### config.mk
export PLATFORM = sky130hd
export DESIGN_NAME = rgb_pwm_out_flat
export DESIGN_NICKNAME = d
export VERILOG_FILES = /design/src/rtl/pwm_pkg.sv /design/src/rtl/rgb_pwm_out_if.sv /design/src/rtl/pwm_channel.sv /design/src/rtl/rgb_pwm_out.sv /design/src/flat_wrapper.sv
export SDC_FILE = /design/constraint.sdc
export NUM_CORES = 1
export LEC_CHECK = 0
export CORE_MARGIN = 2
export CORE_UTILIZATION = 46
export CTS_CLUSTER_DIAMETER = 30
export DETAILED_ROUTE_END_ITERATION = 10
export PLACE_DENSITY_LB_ADDON = 0.08
export SYNTH_ARGS = -nofsm -noshare
export SYNTH_HDL_FRONTEND = slang
export SYNTH_SLANG_ARGS = --single-unit
### constraint.sdc
create_clock -name clk -period 3.4 [get_ports clk]
set_clock_uncertainty 0.1 [all_clocks]
set_input_delay 0.34 -clock clk [delete_from_list [all_inputs] [get_ports clk]]
set_output_delay 0.34 -clock clk [all_outputs]
set_load 0.005 [all_outputs]
### src/rtl/pwm_pkg.sv
// Shared types, defaults and duty clamp for the RGB PWM generator.
// Output polarity is selected by PWM_ACTIVE_LOW_EN (defined: ON=0 for common-anode LEDs).
package pwm_pkg;

   localparam int PWM_PERIOD_DEF = 100000;

   typedef logic signed [31:0] duty_in_t;

`ifdef PWM_ACTIVE_LOW_EN
   localparam logic PWM_ON  = 1'b0;
   localparam logic PWM_OFF = 1'b1;
`else
   localparam logic PWM_ON  = 1'b1;
   localparam logic PWM_OFF = 1'b0;
`endif

   // Saturate in signed 32-bit so huge requests pin to full-on instead of wrapping.
   function automatic int clamp_duty(input duty_in_t d, input int period);
      int r;
      if (d < 32'sd0) begin
         r = 32'sd0;
      end else if (d > period) begin
         r = period;
      end else begin
         r = int'(d);
      end
      return r;
   endfunction

endpackage

### src/rtl/rgb_pwm_out_if.sv
// Duty/hold inputs and LED/strobe outputs of the RGB PWM generator.
// Output levels follow PWM_ACTIVE_LOW_EN; the strobe is always active-high.
interface rgb_pwm_out_if;
   import pwm_pkg::*;

   duty_in_t duty_r;
   duty_in_t duty_g;
   duty_in_t duty_b;
   logic     hold;
   logic     pwm_r;
   logic     pwm_g;
   logic     pwm_b;
   logic     period_start;

   modport master (
      output duty_r, duty_g, duty_b, hold,
      input  pwm_r, pwm_g, pwm_b, period_start
   );

   modport slave (
      input  duty_r, duty_g, duty_b, hold,
      output pwm_r, pwm_g, pwm_b, period_start
   );

endinterface

### src/rtl/pwm_channel.sv
// One PWM channel: clamp, boundary-loaded shadow duty, compare and output flop.
// ON/OFF levels come from pwm_pkg (PWM_ACTIVE_LOW_EN).
module pwm_channel
   import pwm_pkg::*;
#(
   parameter int PERIOD = PWM_PERIOD_DEF,
   parameter int CNT_W  = $clog2(PERIOD + 1)
) (
   input  logic             clk,
   input  logic             rst_n,
   input  logic [CNT_W-1:0] cnt,
   input  logic             load,
   input  duty_in_t         duty,
   output logic             pwm
);

   logic [CNT_W-1:0] w_clamp;
   logic [CNT_W-1:0] r_shadow;
   logic             r_pwm;

   // Clamped duty, already within 0..PERIOD so truncation is lossless.
   always_comb begin
      w_clamp = CNT_W'(clamp_duty(duty, PERIOD));
   end

   // Shadow only changes on the boundary cycle, so a period is never cut short.
   always_ff @(posedge clk or negedge rst_n) begin
      if (!rst_n) begin
         r_shadow <= {CNT_W{1'b0}};
         r_pwm    <= PWM_OFF;
      end else begin
         if (load) begin
            r_shadow <= w_clamp;
         end else begin
            r_shadow <= r_shadow;
         end
         r_pwm <= (cnt < r_shadow) ? PWM_ON : PWM_OFF;
      end
   end

   assign pwm = r_pwm;

endmodule

### src/rtl/rgb_pwm_out.sv
// Three-channel LED PWM with one shared period counter and a period-start strobe.
// Define PWM_ACTIVE_LOW_EN for inverted (common-anode) LED drive levels.
module rgb_pwm_out
   import pwm_pkg::*;
#(
   parameter int PERIOD = PWM_PERIOD_DEF
) (
   input  logic          clk,
   input  logic          rst_n,
   rgb_pwm_out_if.slave  bus
);

   localparam int               CNT_W    = $clog2(PERIOD + 1);
   localparam logic [CNT_W-1:0] CNT_LAST = CNT_W'(PERIOD - 1);

   logic [CNT_W-1:0] r_cnt;
   logic             r_period_start;
   logic             w_load;
   logic             w_pwm_r;
   logic             w_pwm_g;
   logic             w_pwm_b;

   // Free-running period counter, 0..PERIOD-1.
   always_ff @(posedge clk or negedge rst_n) begin
      if (!rst_n) begin
         r_cnt <= {CNT_W{1'b0}};
      end else if (r_cnt == CNT_LAST) begin
         r_cnt <= {CNT_W{1'b0}};
      end else begin
         r_cnt <= r_cnt + CNT_W'(1);
      end
   end

   // Strobe lines up with the first registered output cycle of each period.
   always_ff @(posedge clk or negedge rst_n) begin
      if (!rst_n) begin
         r_period_start <= 1'b0;
      end else begin
         r_period_start <= (r_cnt == {CNT_W{1'b0}});
      end
   end

   assign w_load = (r_cnt == CNT_LAST) && !bus.hold;

   pwm_channel #(.PERIOD(PERIOD), .CNT_W(CNT_W)) u_ch_r (
      .clk(clk), .rst_n(rst_n), .cnt(r_cnt), .load(w_load), .duty(bus.duty_r), .pwm(w_pwm_r)
   );
   pwm_channel #(.PERIOD(PERIOD), .CNT_W(CNT_W)) u_ch_g (
      .clk(clk), .rst_n(rst_n), .cnt(r_cnt), .load(w_load), .duty(bus.duty_g), .pwm(w_pwm_g)
   );
   pwm_channel #(.PERIOD(PERIOD), .CNT_W(CNT_W)) u_ch_b (
      .clk(clk), .rst_n(rst_n), .cnt(r_cnt), .load(w_load), .duty(bus.duty_b), .pwm(w_pwm_b)
   );

   assign bus.pwm_r        = w_pwm_r;
   assign bus.pwm_g        = w_pwm_g;
   assign bus.pwm_b        = w_pwm_b;
   assign bus.period_start = r_period_start;

endmodule

### src/flat_wrapper.sv
// flat-port wrapper written by rule: the top's interface ports become plain ports
module rgb_pwm_out_flat import pwm_pkg::*;
#(
   parameter int PERIOD = PWM_PERIOD_DEF
)
  (clk, rst_n, bus_duty_r, bus_duty_g, bus_duty_b, bus_hold, bus_pwm_r, bus_pwm_g, bus_pwm_b, bus_period_start);
  rgb_pwm_out_if bus_i ();
  input  logic clk;
  input  logic rst_n;
  input wire logic [$bits(bus_i.duty_r)-1:0] bus_duty_r;
  input wire logic [$bits(bus_i.duty_g)-1:0] bus_duty_g;
  input wire logic [$bits(bus_i.duty_b)-1:0] bus_duty_b;
  input wire logic [$bits(bus_i.hold)-1:0] bus_hold;
  output wire logic [$bits(bus_i.pwm_r)-1:0] bus_pwm_r;
  output wire logic [$bits(bus_i.pwm_g)-1:0] bus_pwm_g;
  output wire logic [$bits(bus_i.pwm_b)-1:0] bus_pwm_b;
  output wire logic [$bits(bus_i.period_start)-1:0] bus_period_start;
  assign bus_i.duty_r = bus_duty_r;
  assign bus_i.duty_g = bus_duty_g;
  assign bus_i.duty_b = bus_duty_b;
  assign bus_i.hold = bus_hold;
  assign bus_pwm_r = bus_i.pwm_r;
  assign bus_pwm_g = bus_i.pwm_g;
  assign bus_pwm_b = bus_i.pwm_b;
  assign bus_period_start = bus_i.period_start;
  rgb_pwm_out #(.PERIOD(PERIOD)) u_core (.clk(clk), .rst_n(rst_n), .bus(bus_i));
endmodule
[Word-level counts from Yosys, hierarchy flattened]
Cells that the tools add are included.
Cells by class
  add/sub/neg operators: 1
  order comparisons: 9
  multiplexer cells: 10
  equality and inequality tests: 1
  reduce and logical (&&, ||, !) cells: 3
Operators with widths (number)
  $mux 17: 7
  $gt 32x18->1 const B: 3
  $lt 32x1->1 const B: 3
  $lt 17x17->1: 3
  $add 17x1->17 const B: 1
  $eq 17x17->1 const B: 1
  $logic_not 17->1: 1
  $mux 1: 3
  $logic_and 1x1->1: 1
  $logic_not 1->1: 1
Word-level totals
  input port bits: 99
  logic and storage cells: 32
  register bits after elaboration: 72
  output and inout port bits: 4

[Logic depth before layout (Yosys ltp)]
  depth in word-level cells: 3
  mapped depth: 8

[By module]
Synthesis repeated with hierarchy kept, for this count alone.
Unflattened totals
  cell total of the unflattened synthesis: 485
  area total of the unflattened synthesis: 4773.3 sq um
Modules (own cells, without submodules)
  pwm_channel: sequential area each 450.4 sq um, area each 1282.5 sq um, instances 3, cells each 134
  rgb_pwm_out: sequential area each 450.4 sq um, area each 925.9 sq um, instances 1, cells each 83

[Least setup slack after synthesis]
Ideal clock, no wire load.
  path kind: register -> register
  start: register u_core.r_cnt[11]
  end: register u_core.u_ch_r.r_shadow[15]
  stages on the path, launching flop included: 7
  slack: 788 ps
  arrival time: 2438 ps
  required time: 3226 ps
  cells stage by stage: dfrtp_1 > or4_4 > or4_4 > or4_4 > buf_6 > or3_1 > o21ai_2
Between the ends
  word-level cells in the longest chain between the ends: 2
Ends and longest elaborated chain
  start, declared: RTL line rgb_pwm_out.sv:16  | logic [CNT_W-1:0] r_cnt;
  start signal, assigned: RTL line rgb_pwm_out.sv:26  | r_cnt <= {CNT_W{1'b0}};
  start signal, assigned: RTL line rgb_pwm_out.sv:28  | r_cnt <= {CNT_W{1'b0}};
  start signal, assigned: RTL line rgb_pwm_out.sv:30  | r_cnt <= r_cnt + CNT_W'(1);
  $eq 17x17->1: RTL line rgb_pwm_out.sv:43  | assign w_load = (r_cnt == CNT_LAST) && !bus.hold;
  $logic_and 1x1->1: RTL line rgb_pwm_out.sv:43
  end signal, assigned: RTL line pwm_channel.sv:29  | r_shadow <= {CNT_W{1'b0}};
  end signal, assigned: RTL line pwm_channel.sv:33  | r_shadow <= w_clamp;
  end signal, assigned: RTL line pwm_channel.sv:35  | r_shadow <= r_shadow;
  end, declared: RTL line pwm_channel.sv:18  | logic [CNT_W-1:0] r_shadow;
No other way between the ends.
A chain may end at the register's enable or synchronous reset.

[Worst setup path in the final report]
  start: register u_core.r_cnt[5]
  end: register u_core.u_ch_b.r_shadow[15]
Between the ends
  word-level cells in the longest chain between the ends: 2
Ends and longest elaborated chain (RTL line)
  $eq 17x17->1: rgb_pwm_out.sv:43
  $logic_and 1x1->1: rgb_pwm_out.sv:43
  end signal, assigned: pwm_channel.sv:29
  end signal, assigned: pwm_channel.sv:33
  end signal, assigned: pwm_channel.sv:35
  end, declared: pwm_channel.sv:18
No other way between the ends.

==> run metrics <==
WL/cell=15.8 µm; WL final=11.8 mm; GR Util met1=31.0%; crit-path max cell delay=0.74 ns; PostCTS Resize Cnt=0; PortBufs=102; Lkg Pwr=~2.5 nW; Final GP Congestion=0.848; clk slew on worst S/H paths=0.09 ns; final worst-path cycle share=83.5%; pin count of the biggest net entering global routing=73; combinational power share=10.3%; # rows=35; Area contributors post-synth=dfrtp_1 (41%), ha_1 (14%), nand2_1 (6.4%); headroom to the max-slew limit=37.8%; P per Cell Area=324 nW/µm²; Clock Power Share=43.8%; layout cells sized above 1=around 6%; NetSw=424 µW; # fillers=817; Hold Crit Class=primary input to asynchronous set/reset pin; H-tree depth=3; Antenna diodes=0; layout net count=761; Internal Power=approximately 1.5 mW; Final setup viols=0; # hold bufs at CTS=0; root buffer cell=clkbuf_8; via count=4057; CP Max Fanout=39; synth warn=0; Tot GR Track Use=23.9%; top cell type's share of synthesized area=40.6%; clock latency on the worst-skew pair=0.35 ns; Worst Path Buf+Inv=1; DP Area=5630 µm²; Worst VDD drop=0.000298 V; status=finished, final reports clean; Synth Instances=500; CP endpoint kind=register; largest area contributor in the netlist=dfrtp_1; CP Data Arrival Time=3.00 ns; GR Layer Usage met2=40.2%; GRT overflow=0; CP delay by family, top=simple AND/OR/NAND/NOR gates; fin. max-slew vios=0; Worst EP required=3.56 ns; Tightest Pin Transition=0.933 ns; Num CTS Buffers=9; final instance area=5870 µm²; via/cell ratio=5.44; Final min period=2.84 ns; num ports=103; fmax=0.352 GHz; RSZ-0062 raised after global routing=false; sequential area share after synthesis=roughly two fifths; core area=9280 µm²; Initial Utilization=47.7%; post-synthesis instance area=between 4000 and 5000 µm²; sequential share of power=45.9%; TritonCTS Sinks=72; Avg Inst Size Synth=8.87 µm²; post-DP HPWL=8.72 mm; Yosys reg bits=72; drt first pass iters=4; final antenna-violating net count=0; CTS tree=done; number of global-route vias before repair=4026; Post-Route Setup TNS=0 ns; Sw Ratio=between 20% and 30%; met3 usage=under 10%; Net Count, Synth=between 600 and 700; Top Usage Layer GRT=met2; first-pass GRT wire length=approximately 19 mm; Unique masters post-synth=39; total power=1.90 mW; die area=10400 µm²; Final Hold Viols=0; flop2flop setup slack=0.56 ns; Max clock buf depth=2; die height=between 100 and 150 µm; area grow syn2layout=32.5%; Post CTS Setup Buffer Count=0; number of max-cap violations=0; cells along the critical path=or4b_2, nor4_1, nand2b_1, buf_4, or3_1, o21ai_0; Worst setup SP type=register; drt first-iter violations=143; Die Wd=roughly 100 µm; Crit-path slowest cell=or4b_2; Crit Path Category=register to register; DRC=0; initial antenna violation count=0
-- cells in the mapped netlist (all sizes together) --
master   instances
or4b             1
a22o             9
nor3             8
a41oi            1
a2111oi          2
a311oi           2
nand2b           1
xnor2            5
nand2           76
o2111ai          2
a21o             9
o211ai           1
nand3            6
a31oi            1
inv             54
nor2b            6
a211oi           7
dfrtp           72
a31o             2
or3             12
nand4b           1
o21ai           54
and4             7
ha              50
a211o            2
xor2             7
nand4           12
a21oi           18
and2             1
clkbuf           8
o31ai            4
buf              3
a221oi           2
nor4            13
nor2            33
or4              8
-- final cells by class --
cell class / count / area, µm² / share of cell area (%)
repair buffers: 112 / 1090 / 18.6
inverters: 54 / 203 / 3.45
well taps: 129 / 161 / 2.75
flip-flops and latches: 72 / 1800 / 30.7
multi-input cells: 363 / 2370 / 40.4
clock buffers: 9 / 124 / 2.11
clock inverters: 7 / 120 / 2.04
-- routing by layer --
layer	share of wire (%)	vias up
met5	0	-
met4	1.4	0
met3	6.8	11
met2	47	128
met1	45	1910
li1	-	2008
-- flip-flops by register name, indices dropped and copies added, names as in the netlist --
name and cells:
u_core.r_cnt 17, u_core.u_ch_b.r_shadow 17, u_core.u_ch_g.r_shadow 17, u_core.u_ch_r.r_shadow 17
u_core.bus.period_start 1, u_core.u_ch_b.pwm 1, u_core.u_ch_g.pwm 1, u_core.u_ch_r.pwm 1
-- logic make-up (layout without fill, tap and decap cells) --
kind of cell               after synthesis  in the layout  share of synthesized area [%]
DFF                                     72             72                           40.6
AOI/OAI and AO/OA                      116            116                           16.4
xor gates and xnor gates                12             12                           2.37
and+or+nand+nor                        185            185                           20.6
adders and majority gates               50             50                           14.1
buffers and inverters                   65            182                           5.87
-- metrics by stage --
stage               worst slack (ns)  util, %  hold slack [ns]  cells
floorplan                      0.788        -          -0.0556    500
global placement               0.682     60.6            0.357    730
detailed placement             0.642     60.6            0.364    730
CTS                            0.579     63.3            0.137    746
global route                   0.299     63.3            0.182    746
finish                         0.561     63.3            0.104    746
-- power by group through the flow --
stage	Sequential [mW]	Clock [mW]	Combinational (mW)
6_report	0.873	0.835	0.197
2_1_floorplan	0.889	0	0.0413
5_1_grt	0.875	0.890	0.216
4_1_cts	0.873	0.848	0.199
3_3_place_gp	0.890	0	0.195
3_5_place_dp	0.890	0	0.197
-- worst paths after layout --
| kind | depth (start not counted) | startpoint | end |
|---|---|---|---|
| max | 6 | u_core.r_cnt[5] | u_core.u_ch_b.r_shadow[15] |
| min | 2 | rst_n | u_core.u_ch_g.r_shadow[11] |
| max reg2reg | 6 | u_core.r_cnt[5] | u_core.u_ch_b.r_shadow[15] |
| min reg2reg | 2 | u_core.u_ch_b.r_shadow[0] | u_core.u_ch_b.r_shadow[0] |
| max in group asynchronous | 2 | rst_n | u_core.u_ch_b.r_shadow[9] |
| min in group clk | 2 | u_core.u_ch_b.r_shadow[0] | u_core.u_ch_b.r_shadow[0] |
-- cells in the final DEF, fill, tap and decap left out, types with 5 or more instances in the layout --
cell type,n
a211oi_1,7
a21o_1,9
a21oi_1,18
a22o_1,9
and4_1,7
buf_4,10
clkbuf_8,9
clkdlybuf4s50_1,101
dfrtp_1,72
ha_1,50
inv_1,54
nand2_1,76
nand3_1,6
nand4_1,12
nor2_1,32
nor2b_1,6
nor3_1,8
nor4_1,13
o21ai_0,51
or3_1,12
or4_1,5
xnor2_1,5
xor2_1,7
Power figures use the tool's default switching activity.
